[src/rtl/tdm_demux4_pkg.sv]
// rtl/tdm_demux4_pkg.sv - shared definitions for the TDM lane link (state encodings, default sizes)
package tdm_demux4_pkg;

  // Receive FSM state encodings
  typedef enum logic {
    IDLE = 1'b0,
    RECV = 1'b1
  } state_t;

  // Default link geometry, shared with the transmit-side mux
  localparam int DEF_WIDTH  = 4;
  localparam int DEF_LANES  = 4;
  localparam int DEF_SLOT_W = 3;

endpackage

[src/rtl/tdm_demux4_slot_dec.sv]
// rtl/tdm_demux4_slot_dec.sv - slot index plus enable to one-hot lane write enable
module slot_dec
  import tdm_demux4_pkg::*;
#(
  parameter int LANES  = DEF_LANES,
  parameter int SLOT_W = DEF_SLOT_W
) (
  input  logic [SLOT_W-1:0] slot,
  input  logic              en,
  output logic [LANES-1:0]  we
);

  // One-hot decode; out-of-range indices decode to no write at all
  always_comb begin
    we = '0;
    for (int k = 0; k < LANES; k++) begin
      if (en && (slot == SLOT_W'(k))) we[k] = 1'b1;
    end
  end

endmodule

[src/rtl/tdm_demux4.sv]
// rtl/tdm_demux4.sv - TDM receive demux: slot-synchronised lane registers plus full-frame snapshot
module tdm_demux4
  import tdm_demux4_pkg::*;
#(
  parameter int WIDTH  = DEF_WIDTH,
  parameter int LANES  = DEF_LANES,
  parameter int SLOT_W = DEF_SLOT_W
) (
  input  logic                   clk,
  input  logic                   reset,
  input  logic                   i_valid,
  input  logic                   i_sof,
  input  logic [WIDTH-1:0]       i_data,
  output logic [LANES*WIDTH-1:0] o_lane,
  output logic [LANES-1:0]       o_lane_we,
  output logic [LANES*WIDTH-1:0] o_frame,
  output logic                   o_frame_done,
  output logic                   o_sync_err,
  output logic                   o_drop,
  output logic                   o_busy
);

  localparam logic [SLOT_W-1:0] LAST_SLOT = SLOT_W'(LANES - 1);

  state_t                   state, state_nxt;
  logic [SLOT_W-1:0]        slot, slot_nxt;
  logic                     slot_bad;
  logic                     wr_en;
  logic [SLOT_W-1:0]        wr_slot;
  logic [LANES-1:0]         wr_we;
  logic                     done_nxt, sync_nxt, drop_nxt;
  logic [LANES*WIDTH-1:0]   lane_nxt;

  // A slot index past the last lane can only come from corruption; recover to IDLE
  assign slot_bad = (slot > LAST_SLOT);

  // State register: FSM state and slot counter
  always_ff @(posedge clk) begin
    if (reset) begin
      state <= IDLE;
      slot  <= '0;
    end else begin
      state <= state_nxt;
      slot  <= slot_nxt;
    end
  end

  // Next-state logic: sof starts/restarts a frame, last slot completes it
  always_comb begin
    state_nxt = state;
    slot_nxt  = slot;
    case (state)
      IDLE: begin
        if (i_valid && i_sof) begin
          state_nxt = RECV;
          slot_nxt  = SLOT_W'(1);
        end else begin
          slot_nxt  = '0;
        end
      end
      RECV: begin
        if (slot_bad) begin
          state_nxt = IDLE;
          slot_nxt  = '0;
        end else if (i_valid) begin
          if (i_sof) begin
            slot_nxt  = SLOT_W'(1);
          end else if (slot == LAST_SLOT) begin
            state_nxt = IDLE;
            slot_nxt  = '0;
          end else begin
            slot_nxt  = slot + SLOT_W'(1);
          end
        end
      end
      default: begin
        state_nxt = IDLE;
        slot_nxt  = '0;
      end
    endcase
  end

  // Output decode: lane write target and event pulses for this cycle's word
  always_comb begin
    wr_en    = 1'b0;
    wr_slot  = slot;
    done_nxt = 1'b0;
    sync_nxt = 1'b0;
    drop_nxt = 1'b0;
    case (state)
      IDLE: begin
        if (i_valid) begin
          if (i_sof) begin
            wr_en   = 1'b1;
            wr_slot = '0;
          end else begin
            drop_nxt = 1'b1;
          end
        end
      end
      RECV: begin
        if (i_valid && !slot_bad) begin
          wr_en = 1'b1;
          if (i_sof) begin
            wr_slot  = '0;
            sync_nxt = 1'b1;
          end else if (slot == LAST_SLOT) begin
            done_nxt = 1'b1;
          end
        end
      end
      default: begin
        wr_en = 1'b0;
      end
    endcase
  end

  slot_dec #(
    .LANES  (LANES),
    .SLOT_W (SLOT_W)
  ) u_slot_dec (
    .slot (wr_slot),
    .en   (wr_en),
    .we   (wr_we)
  );

  // Lane vector after this cycle's write; also the snapshot source so the last word is included
  always_comb begin
    lane_nxt = o_lane;
    for (int k = 0; k < LANES; k++) begin
      if (wr_we[k]) lane_nxt[k*WIDTH +: WIDTH] = i_data;
    end
  end

  // Registered outputs; reset also clears the snapshot so no partial frame survives
  always_ff @(posedge clk) begin
    if (reset) begin
      o_lane       <= '0;
      o_lane_we    <= '0;
      o_frame      <= '0;
      o_frame_done <= 1'b0;
      o_sync_err   <= 1'b0;
      o_drop       <= 1'b0;
      o_busy       <= 1'b0;
    end else begin
      o_lane       <= lane_nxt;
      o_lane_we    <= wr_we;
      o_frame_done <= done_nxt;
      o_sync_err   <= sync_nxt;
      o_drop       <= drop_nxt;
      o_busy       <= (state_nxt == RECV);
      if (done_nxt) o_frame <= lane_nxt;
    end
  end

endmodule

[config.mk]
export PLATFORM = sky130hd
export DESIGN_NAME = tdm_demux4
export DESIGN_NICKNAME = d
export VERILOG_FILES = /design/src/rtl/tdm_demux4_pkg.sv /design/src/rtl/tdm_demux4_slot_dec.sv /design/src/rtl/tdm_demux4.sv
export SDC_FILE = /design/constraint.sdc
export NUM_CORES = 1
export LEC_CHECK = 0
export ABC_CLOCK_PERIOD_IN_PS = 2240
export BUFFER_PORTS_ARGS = -buffer_cell sky130_fd_sc_hd__buf_4
export CAP_MARGIN = 20
export CELL_PAD_IN_SITES_DETAIL_PLACEMENT = 1
export CELL_PAD_IN_SITES_GLOBAL_PLACEMENT = 2
export CORE_ASPECT_RATIO = 1.2
export CORE_UTILIZATION = 25
export CTS_CLUSTER_DIAMETER = 120
export DETAILED_ROUTE_END_ITERATION = 12
export HOLD_SLACK_MARGIN = 0.02
export PLACE_DENSITY_LB_ADDON = 0.1
export SLEW_MARGIN = 25
export SYNTH_ARGS = -nofsm -noshare
export SYNTH_HDL_FRONTEND = slang
export SYNTH_HIERARCHICAL = 1
export SYNTH_SLANG_ARGS = --single-unit
[constraint.sdc]
create_clock -name clk -period 2.24 [get_ports clk]
set_input_delay 0.224 -clock clk [delete_from_list [all_inputs] [get_ports clk]]
set_output_delay 0.224 -clock clk [all_outputs]
set_load 0.02 [all_outputs]
==> impl_metrics.csv <==
group,metric,value,unit
global_route,gr-usage-met2,0.236,
global_route,antenna_found_initial,0,
setup_path,crit_arrival,2300,ps
final_layout,area_growth,33.8,%
global_route,grt_util_met1,0.144,
floorplan,core_area,6490,um2
global_route,gr-total-overflow,0,
final_layout,final_core_util,0.351,
power,netSwitchingFraction,0.238,
detailed_routing,drtIter0Drc,39,
power,switchingPower,322,uW
global_route,track_usage,0.130,
flow_run,maxCapViolCount,0,
power,p_clk_frac,0.352,
sta,fin_tns_setup,0,ps
setup_path,start_kind,"flip-flop",
power,seqPwrFrac,0.576,
synth,synth.distinct_cells,31,
power,pwr-share-comb,0.072,
global_route,grt-busiest-layer,"met2",
global_route,use_met3,0.0355,
global_route,grt_pass1_wl,7.15,mm
global_route,grt_pass1_vias,1398,
setup_path,end_kind,"flip-flop",
floorplan,die_x,77.3,um
power,p_leak,0.958,nW
clock_tree,cts_made_buffers,5,
setup_path,cp.required,2420,ps
clock_tree,clk_pin_slew,80,ps
sta,setup_viol,0,
power,internal-power,1.03,mW
synth,synthFlopType,"dfxtp_1",
clock_tree,clk_latency,290,ps
final_layout,diodes,0,
detailed_routing,vias,1318,
clock_tree,numClockSinks,43,
detailed_routing,drt-total-wl,4.46,mm
synth,synth_edf_count,0,
floorplan,die_h,92.4,um
floorplan,start_util,0.262,
synth,synth_seq_cells,43,
run_status,status,"complete, no violations",
detailed_routing,drc,0,
placed_design,globalplace.congestion,0.728,
final_layout,final_nets,219,
global_route,grt_max_degree,41,
detailed_routing,ant_nets,0,
power,total_power,1.36,mW
final_layout,stdcell_area,2280,um2
detailed_routing,viasPerCell,4.45,
sta,period_share,0.945,
synth,synth_fp_nets,169,
floorplan,die_area,7140,um2
setup_path,slowest_stage,"dfxtp_1",
detailed_routing,dr.pass1.iters,4,
synth,yosysWarnings,6,
detailed_routing,wl_per_cell,15.1,um
clock_tree,ctsRootBufferMaster,"clkbuf_8",
synth,postSynthCellCount,160,
power,ir_drop,0.000257,V
clock_tree,hold_buffers,0,
synth,synth_area,1700,um2
sta,hold_violations,0,
setup_path,worstPathCellList,"ha_2 > and3b_1 > o22ai_2 > and2_4 > nor4b_4 > buf_4 > mux2i_1 > nor2_1 > mux2_2",
clock_tree,htree_num_levels,2,
placed_design,dp_hpwl,3.27,mm
sta,finalClockSkew,7.15,ps
sta,slew_violations,0,
setup_path,path_max_fanout,4,
synth,synth.avg_cell_area,10.6,um2
placed_design,port_buffers,47,
power,cellPowerDensity,595,nW/um2
placed_design,dpl_cell_area,2160,um2
clock_tree,cts_setup_buffers,0,
final_layout,drive_gt1_frac,0.412,
synth,yosysSeqAreaShare,0.506,
sta,fin_crit,2120,ps
clock_tree,clock_path_buffers,2,
clock_tree,tritoncts,"done",
floorplan,num_rows,32,
setup_path,slowest_delay,350,ps
sta,max_clock_freq,472,MHz
final_layout,stdcell_count,296,
floorplan,ios,48,
placed_design,dp.cells,288,
synth,async_reset_ff_frac,0,
min_path,min_path_type,"primary input to flip-flop",
setup_path,path_class,"flip-flop to flip-flop",
[layout make-up]
type,count,area [um2]
inverter,3,11.3
clock buffer,7,76.3
multi-input combinational,103,812
tap,85,106
sequential,43,861
timing repair buffer,54,405
clock inverter,1,5.00
fill,756,4210
[critical path, delay by kind of cell, from the launching register on]
family	cells	cell delay (ps)
adders and majority gates	1	210
AOI/OAI and AO/OA	1	140
muxes	2	480
buffers and inverters	1	180
DFF	1	350
and+or+nand+nor	4	670
[Yosys cell counts (all sizes together), types with 3 or more instances]
cell type / n / area (um2)
dfxtp: 43 / 861
nor2: 17 / 63.8
nor2b: 22 / 138
mux2i: 16 / 160
buf: 3 / 21.3
inv: 3 / 11.3
o21ai: 4 / 20.0
clkbuf: 8 / 30.0
mux2: 16 / 180
nand2b: 4 / 27.5
[power by group through the flow]
stage          sequential [mW]  combinational [mW]  clock (mW)
2_1_floorplan            0.805              0.0437           0
3_3_place_gp             0.799              0.0902           0
3_5_place_dp             0.799              0.0924           0
4_1_cts                  0.781              0.0928       0.505
5_1_grt                  0.782               0.107       0.538
6_report                 0.781              0.0977       0.477
[timing repair]
action,4_1_cts,5_1_grt
pin swaps,0,4
endpoints found under the setup margin,1,16
gates resized for setup,1,8
[cell usage in the layout (no fill, tap or decap), types with 2 or more instances in the layout]
cell type / instances
buf_4: 54
dfxtp_1: 43
nor2b_1: 22
nor2_1: 17
mux2i_1: 16
mux2_2: 16
clkbuf_8: 5
inv_1: 3
nand2b_1: 3
o21ai_1: 2
a31oi_2: 2
nand2_1: 2
o21ai_0: 2
clkbuf_1: 2
and4bb_2: 2
[registers in the layout, indices dropped and copies added, names as in the netlist]
register and count:
o_frame 16, o_busy 1, o_drop 1, o_lane_we 4
o_frame_done 1, o_sync_err 1, o_lane 16, slot 3
[cell families (layout without fill, tap and decap cells)]
| logic type | Yosys count | count (layout) | synth area share |
|---|---|---|---|
| buffers and inverters | 14 | 65 | 0.0368 |
| other | 1 | 1 | 0.00220 |
| DFF | 43 | 43 | 0.506 |
| adders and majority gates | 1 | 1 | 0.00735 |
| muxes | 32 | 32 | 0.200 |
| and+or+nand+nor | 58 | 58 | 0.208 |
| AOI/OAI and AO/OA | 11 | 11 | 0.0397 |
[routing by layer]
layer / wire [um] / part of all wire / vias to the layer above
met3: 189 / 0.042 / 8
met1: 1730 / 0.39 / 646
met5: 0 / 0 / -
met4: 89 / 0.020 / 0
met2: 2450 / 0.55 / 30
li1: - / - / 634
[path summary, 6_finish.rpt]
| kind | startpoint | end | slack, ps | cells past startpoint |
|---|---|---|---|---|
| worst max-delay path | slot[1] | o_frame[2] | 120 | 9 |
| worst min-delay path | i_sof | o_frame_done | 200 | 2 |
| worst max register to register | slot[1] | o_frame[2] | 120 | 9 |
| worst min register to register | o_lane[9] | o_lane[9] | 540 | 2 |
[stage by stage]
step	worst slack, ps	hold slack, ps
5_1_grt	-29.6	185
3_3_place_gp	78.5	496
4_1_cts	31.7	175
2_1_floorplan	133	400
6_report	123	201
3_5_place_dp	36.3	498
No activity file was read; power rests on OpenSTA's default activity.
